`src/rtl/vending_pkg.sv`:
```
// Shared definitions for the vending datapath: money width, coin codes,
// coin values and the credit-stage state encoding.
package vending_pkg;

  localparam int unsigned MONEY_W = 16;

  // Coin codes as presented by the coin mechanism
  localparam logic [2:0] COIN_1   = 3'd0;
  localparam logic [2:0] COIN_5   = 3'd1;
  localparam logic [2:0] COIN_10  = 3'd2;
  localparam logic [2:0] COIN_25  = 3'd3;
  localparam logic [2:0] COIN_100 = 3'd4;
  localparam logic [2:0] COIN_500 = 3'd5;

  // Coin values in cents
  localparam logic [MONEY_W-1:0] VAL_1   = 16'd1;
  localparam logic [MONEY_W-1:0] VAL_5   = 16'd5;
  localparam logic [MONEY_W-1:0] VAL_10  = 16'd10;
  localparam logic [MONEY_W-1:0] VAL_25  = 16'd25;
  localparam logic [MONEY_W-1:0] VAL_100 = 16'd100;
  localparam logic [MONEY_W-1:0] VAL_500 = 16'd500;

  typedef enum logic [1:0] {
    S_IDLE   = 2'd0,
    S_CREDIT = 2'd1,
    S_REFUND = 2'd2
  } state_e;

endpackage

```
`src/rtl/coin_accumulator_if.sv`:
```
// Coin / vend / refund signal bundle for coin_accumulator.
//   slave  : the accumulator (consumes I_*, drives O_*)
//   master : the environment (coin mechanism, vend FSM, hopper)
interface coin_accumulator_if;
  import vending_pkg::*;

  logic               I_COIN_VALID;
  logic [2:0]         I_COIN_TYPE;
  logic               I_SUCCESS;
  logic               I_REFUND;
  logic               I_REFUND_ACK;
  logic [MONEY_W-1:0] O_CHANGE;
  logic [MONEY_W-1:0] O_REFUND;
  logic               O_REFUND_VALID;
  logic               O_REJECT;
  logic [7:0]         O_COIN_COUNT;

  modport slave (
    input  I_COIN_VALID, I_COIN_TYPE, I_SUCCESS, I_REFUND, I_REFUND_ACK,
    output O_CHANGE, O_REFUND, O_REFUND_VALID, O_REJECT, O_COIN_COUNT
  );

  modport master (
    output I_COIN_VALID, I_COIN_TYPE, I_SUCCESS, I_REFUND, I_REFUND_ACK,
    input  O_CHANGE, O_REFUND, O_REFUND_VALID, O_REJECT, O_COIN_COUNT
  );

endinterface

```
`src/rtl/coin_decode.sv`:
```
// Combinational coin code decoder.
//   code_i    : 3-bit coin code
//   value_o   : coin value in cents (0 for invalid codes)
//   invalid_o : code is not a known coin
module coin_decode
  import vending_pkg::*;
(
  input  logic [2:0]         code_i,
  output logic [MONEY_W-1:0] value_o,
  output logic               invalid_o
);

  always_comb begin
    value_o   = '0;
    invalid_o = 1'b0;
    case (code_i)
      COIN_1:   value_o = VAL_1;
      COIN_5:   value_o = VAL_5;
      COIN_10:  value_o = VAL_10;
      COIN_25:  value_o = VAL_25;
      COIN_100: value_o = VAL_100;
      COIN_500: value_o = VAL_500;
      default:  invalid_o = 1'b1;
    endcase
  end

endmodule

```
`src/rtl/coin_accumulator.sv`:
```
// Credit stage ahead of vending_machine: accepts coins, keeps running credit,
// clears it on vend success and runs the refund handshake with the hopper.
//   I_CLK, I_RESET_N : clock, synchronous active-low reset
//   bus (slave)      : coin strobe/type, success, refund request/ack in;
//                      credit, refund amount/valid, reject pulse, coin count out
// All outputs come straight from registers.
module coin_accumulator
  import vending_pkg::*;
#(
  parameter int unsigned MAX_CREDIT = 2000
) (
  input logic                I_CLK,
  input logic                I_RESET_N,
  coin_accumulator_if.slave  bus
);

  state_e             state_q, state_d;
  logic [MONEY_W-1:0] change_q, change_d;
  logic [MONEY_W-1:0] refund_q, refund_d;
  logic               refund_valid_q, refund_valid_d;
  logic               reject_q, reject_d;
  logic [7:0]         count_q, count_d;

  logic [MONEY_W-1:0] coin_val;
  logic               coin_invalid;
  logic [MONEY_W:0]   sum;
  logic               accept;
  logic [7:0]         count_inc;

  coin_decode u_coin_decode (
    .code_i    (bus.I_COIN_TYPE),
    .value_o   (coin_val),
    .invalid_o (coin_invalid)
  );

  // One extra bit so the ceiling compare cannot wrap
  assign sum       = {1'b0, change_q} + {1'b0, coin_val};
  assign accept    = bus.I_COIN_VALID && !coin_invalid && (state_q != S_REFUND) &&
                     (sum <= (MONEY_W + 1)'(MAX_CREDIT));
  assign count_inc = (count_q == 8'hFF) ? count_q : count_q + 8'd1;

  always_comb begin
    state_d        = state_q;
    change_d       = change_q;
    refund_d       = refund_q;
    refund_valid_d = refund_valid_q;
    count_d        = count_q;
    reject_d       = bus.I_COIN_VALID && !accept;

    unique case (state_q)
      S_IDLE: begin
        if (accept) begin
          change_d = sum[MONEY_W-1:0];
          count_d  = count_inc;
          state_d  = S_CREDIT;
        end
      end
      S_CREDIT: begin
        if (bus.I_SUCCESS) begin
          // Success beats refund; a coin arriving with it starts fresh credit
          if (accept) begin
            change_d = coin_val;
            count_d  = 8'd1;
          end else begin
            change_d = '0;
            count_d  = '0;
            state_d  = S_IDLE;
          end
        end else if (bus.I_REFUND) begin
          refund_d       = accept ? sum[MONEY_W-1:0] : change_q;
          refund_valid_d = 1'b1;
          change_d       = '0;
          count_d        = '0;
          state_d        = S_REFUND;
        end else if (accept) begin
          change_d = sum[MONEY_W-1:0];
          count_d  = count_inc;
        end
      end
      S_REFUND: begin
        if (bus.I_REFUND_ACK) begin
          refund_d       = '0;
          refund_valid_d = 1'b0;
          state_d        = S_IDLE;
        end
      end
      default: state_d = S_IDLE;
    endcase
  end

  always_ff @(posedge I_CLK) begin
    if (!I_RESET_N) begin
      state_q        <= S_IDLE;
      change_q       <= '0;
      refund_q       <= '0;
      refund_valid_q <= 1'b0;
      reject_q       <= 1'b0;
      count_q        <= '0;
    end else begin
      state_q        <= state_d;
      change_q       <= change_d;
      refund_q       <= refund_d;
      refund_valid_q <= refund_valid_d;
      reject_q       <= reject_d;
      count_q        <= count_d;
    end
  end

  assign bus.O_CHANGE       = change_q;
  assign bus.O_REFUND       = refund_q;
  assign bus.O_REFUND_VALID = refund_valid_q;
  assign bus.O_REJECT       = reject_q;
  assign bus.O_COIN_COUNT   = count_q;

endmodule

```
`src/flat_wrapper.sv`:
```
// flat-port wrapper written by rule: the top's interface ports become plain ports
module coin_accumulator_flat import vending_pkg::*;
#(
  parameter int unsigned MAX_CREDIT = 2000
)
  (I_CLK, I_RESET_N, bus_I_COIN_VALID, bus_I_COIN_TYPE, bus_I_SUCCESS, bus_I_REFUND, bus_I_REFUND_ACK, bus_O_CHANGE, bus_O_REFUND, bus_O_REFUND_VALID, bus_O_REJECT, bus_O_COIN_COUNT);
  coin_accumulator_if bus_i ();
  input logic I_CLK;
  input logic I_RESET_N;
  input wire logic [$bits(bus_i.I_COIN_VALID)-1:0] bus_I_COIN_VALID;
  input wire logic [$bits(bus_i.I_COIN_TYPE)-1:0] bus_I_COIN_TYPE;
  input wire logic [$bits(bus_i.I_SUCCESS)-1:0] bus_I_SUCCESS;
  input wire logic [$bits(bus_i.I_REFUND)-1:0] bus_I_REFUND;
  input wire logic [$bits(bus_i.I_REFUND_ACK)-1:0] bus_I_REFUND_ACK;
  output wire logic [$bits(bus_i.O_CHANGE)-1:0] bus_O_CHANGE;
  output wire logic [$bits(bus_i.O_REFUND)-1:0] bus_O_REFUND;
  output wire logic [$bits(bus_i.O_REFUND_VALID)-1:0] bus_O_REFUND_VALID;
  output wire logic [$bits(bus_i.O_REJECT)-1:0] bus_O_REJECT;
  output wire logic [$bits(bus_i.O_COIN_COUNT)-1:0] bus_O_COIN_COUNT;
  assign bus_i.I_COIN_VALID = bus_I_COIN_VALID;
  assign bus_i.I_COIN_TYPE = bus_I_COIN_TYPE;
  assign bus_i.I_SUCCESS = bus_I_SUCCESS;
  assign bus_i.I_REFUND = bus_I_REFUND;
  assign bus_i.I_REFUND_ACK = bus_I_REFUND_ACK;
  assign bus_O_CHANGE = bus_i.O_CHANGE;
  assign bus_O_REFUND = bus_i.O_REFUND;
  assign bus_O_REFUND_VALID = bus_i.O_REFUND_VALID;
  assign bus_O_REJECT = bus_i.O_REJECT;
  assign bus_O_COIN_COUNT = bus_i.O_COIN_COUNT;
  coin_accumulator #(.MAX_CREDIT(MAX_CREDIT)) u_core (.I_CLK(I_CLK), .I_RESET_N(I_RESET_N), .bus(bus_i));
endmodule
```
`config.mk`:
```
export PLATFORM = sky130hd
export DESIGN_NAME = coin_accumulator_flat
export DESIGN_NICKNAME = d
export VERILOG_FILES = /design/src/rtl/vending_pkg.sv /design/src/rtl/coin_accumulator_if.sv /design/src/rtl/coin_decode.sv /design/src/rtl/coin_accumulator.sv /design/src/flat_wrapper.sv
export SDC_FILE = /design/constraint.sdc
export NUM_CORES = 1
export LEC_CHECK = 0
export CAP_MARGIN = 20
export CORE_ASPECT_RATIO = 0.8
export CORE_UTILIZATION = 53
export DETAILED_ROUTE_END_ITERATION = 8
export MAX_ROUTING_LAYER = met4
export PLACE_DENSITY = 0.8
export SYNTH_ARGS = -nofsm -noshare
export SYNTH_HDL_FRONTEND = slang
export SYNTH_SLANG_ARGS = --single-unit
```
`constraint.sdc`:
```
create_clock -name I_CLK -period 3.5 [get_ports I_CLK]
set_input_delay 0.35 -clock I_CLK [delete_from_list [all_inputs] [get_ports I_CLK]]
set_output_delay 0.35 -clock I_CLK [all_outputs]
set_load 0.05 [all_outputs]
```
==> flow_summary.toml, run 1 <==
[sta]
hold_viol = 0
fmax_mhz = 305
timing.final.crit_share = 0.937
drv_slew = 0
tightest_slew_ns = 0.623
whs_ns = 0.451
clock_skew_ns = 0.00723
rsz0062_at_grt = "false"
fin_setup_tns_ns = 0
relSlewSlack = 0.583
setup_viol = 0
layout_min_cycle_time_ns = 3.28

[clock_tree]
clock_sinks = 44
cts_buffer_depth = 2
cts_tree = "done"
cts-hold-fix-buffers = 0
numCtsBuffers = 5
cts.clk_slew.worst_paths_ns = 0.08
worstSkewPairLatency_ns = 0.30
cts_htree_levels = 2
root_buffer = "clkbuf_8"

[placement]
dpl-instance-area_sq_um = 3720
dp_hpwl_microns = 6300
place.gp.congestion = 0.956
port_buffers = 50

[synthesis]
yosysWarnings = 0
synth.largest_area_cell = "dfxtp_1"
synth_edf_count = 0
synthDistinctLibCells = 61
netlist_area_sq_um = 2780
syn_nets = 361
avgSynthCellArea_sq_um = 8.16
synth.area.top_cells = "dfxtp_1 32%, nand2_1 5.1%, nand3_1 5.0%"
ys_top_cells_by_count = "44 x dfxtp_1, 38 x nand2_1, 28 x nand3_1"
yosysMostFrequentCell = "dfxtp_1"
ys_async_sr_fraction = 0
ys_seq_area_frac = 0.317
synth-seq-cells = 44
synth_top_area_frac = 0.317
syn_inst = 341
ys.flop_type = "dfxtp_1"

[layout]
nets = 461
syn_to_final_growth_pct = 41.0
fin_area_sq_um = 3920
drive_gt1_frac = 0.198
nFillCells = 368
diodes = 0

[grt]
grt_usage = 0.314
antenna_found_initial = 0
grt_pass1_vias = 2740
grt_pass1_wl_microns = 13300
grt_max_degree = 24
overflow = 0

[worst_setup_path]
path_class = "in2reg"
crit-reg2reg-launch = "u_core.bus.O_CHANGE[0]"
crit_arrival_ns = 3.47
required_ns = 3.69
crit_start = "bus_I_COIN_TYPE[1]"
critPathLaunchType = "input pin"
cp-end-kind = "register"
cp_max_fo = 6

[run]
maxCapViolCount = 0

[min_path]
worstHoldStart = "u_core.bus.O_REFUND[6]"
hp-class = "reg2reg"

[status]
status = "finished clean"

[floorplanning]
die_w_microns = 83.0
dieArea_sq_um = 5550
rows = 23
io_pins = 51
fp.coreArea_sq_um = 5040
die_height_microns = 66.8
start_util = 0.553

[pwr]
p_leak_uw = 0.00164
power_density_nw_per_um2 = 314
vdd_drop_max_v = 0.000265

[drt]
vias_per_cell = 6.17
wl_per_cell_microns = 16.8
drtIter0Drc = 242
vias = 3099
drcViolationCount = 0
detail-route-antenna-nets = 0
first_pass_iters = 5
routed_wl_microns = 8420
sequential cells by signal, indices dropped and copies added (netlist names):
| register | count |
|---|---|
| u_core.bus.O_CHANGE | 16 |
| u_core.bus.O_COIN_COUNT | 8 |
| u_core.bus.O_REFUND | 16 |
| u_core.bus.O_REFUND_VALID | 1 |
| u_core.bus.O_REJECT | 1 |
| u_core.state_q | 2 |
layout by cell type, fill, tap and decap left out, types with 2 or more instances in the layout:
master	instances
a21boi_0	6
a22o_1	6
a2bb2oi_1	2
and2_1	8
clkbuf_8	5
nand2b_1	4
nor2_1	18
xor2_1	4
xnor2_1	2
o311ai_1	2
dfxtp_1	44
o21ai_0	3
clkdlybuf4s50_1	47
nand2_1	38
o221a_1	2
nand4_1	4
inv_1	12
or4_1	2
or3_1	7
dlymetal6s2s_1	3
o22ai_1	2
o2bb2ai_1	4
o21ai_1	8
a21o_1	5
a21oi_1	15
buf_4	59
mux2i_1	9
nand3_1	28
ha_1	9
and3_1	11
a22oi_1	4
nor3_1	6
o21a_1	3
nand2b_4	2
o211ai_1	10
a31oi_1	3
a21oi_2	2
nand3b_1	6
o21bai_1	2
repair_timing:
action / in CTS / in global routing
resized for setup: 7 / 14
setup endpoints to repair: 24 / 33
buffers inserted: 0 / 4
pin swaps: 3 / 5
worst max-delay path, cell delays in order:
cell and delay [ns]:
dlymetal6s2s_1 0.22, a21oi_2 0.22, ha_2 0.20, inv_1 0.05, fa_2 0.35, nand2b_4 0.17
a21boi_4 0.19, a21oi_4 0.09, buf_4 0.15, a2bb2oi_1 0.14, buf_4 0.15, nor4_4 0.28
buf_4 0.15, nand3_1 0.08, or2_1 0.31, a311o_1 0.37
per-layer routing:
| layer | global-route usage | up-vias | share of wire |
|---|---|---|---|
| li1 | - | 1469 | - |
| met1 | 0.411 | 1459 | 0.44 |
| met2 | 0.503 | 152 | 0.46 |
| met3 | 0.0533 | 19 | 0.088 |
| met4 | 0.0905 | 0 | 0.018 |
| met5 | - | - | 0 |
worst paths after layout:
kind	endpoint	slack (ns)	depth (start not counted)
worst max-delay path	u_core.bus.O_COIN_COUNT[0]	0.22	16
worst min-delay path	u_core.bus.O_REFUND[6]	0.45	2
worst max register to register	u_core.bus.O_COIN_COUNT[0]	0.25	14
worst min register to register	u_core.bus.O_REFUND[6]	0.45	2
cells by family after synthesis:
family	share of synthesized area
AND/OR/NAND/NOR	0.269
flip-flops	0.317
buffers and inverters	0.0454
adder cells (fa/ha/maj)	0.0522
AO/OA/AOI/OAI	0.265
multiplexers	0.0324
XOR/XNOR	0.0189
stage by stage:
stage | utilization | cells | setup WS, ns | total power (uW)
finish | 0.779 | 502 | 0.219 | 1230
global route | 0.779 | 502 | 0.0673 | 1280
CTS | 0.764 | 498 | 0.00842 | 1220
detailed placement | 0.738 | 492 | -0.421 | 852
global placement | 0.738 | 492 | -0.298 | 846
floorplan | - | 341 | 0.0996 | 721
cell type report:
class                           instances  area (sq um)  area share
Tap cell                               62          77.6      0.0198
Inverter                               13          48.8      0.0124
Timing Repair Buffer                  110           971       0.247
Clock buffer                            5          68.8      0.0175
Clock inverter                          1          30.0     0.00765
Sequential cell                        44           881       0.224
Multi-Input combinational cell        267          1850       0.471
power breakdown:
part	switching (uW)	internal (uW)
registers	17.9	514
clock network	165	205
logic	185	144
total	368	862
Power figures use the tool's default switching activity.
==> inputs of run 2 (changes only) <==
Settings changed: CTS_CLUSTER_DIAMETER set to 60.
==> results of run 2 <==
No change in the layout: final DEF, timing and power equal those of run 1.
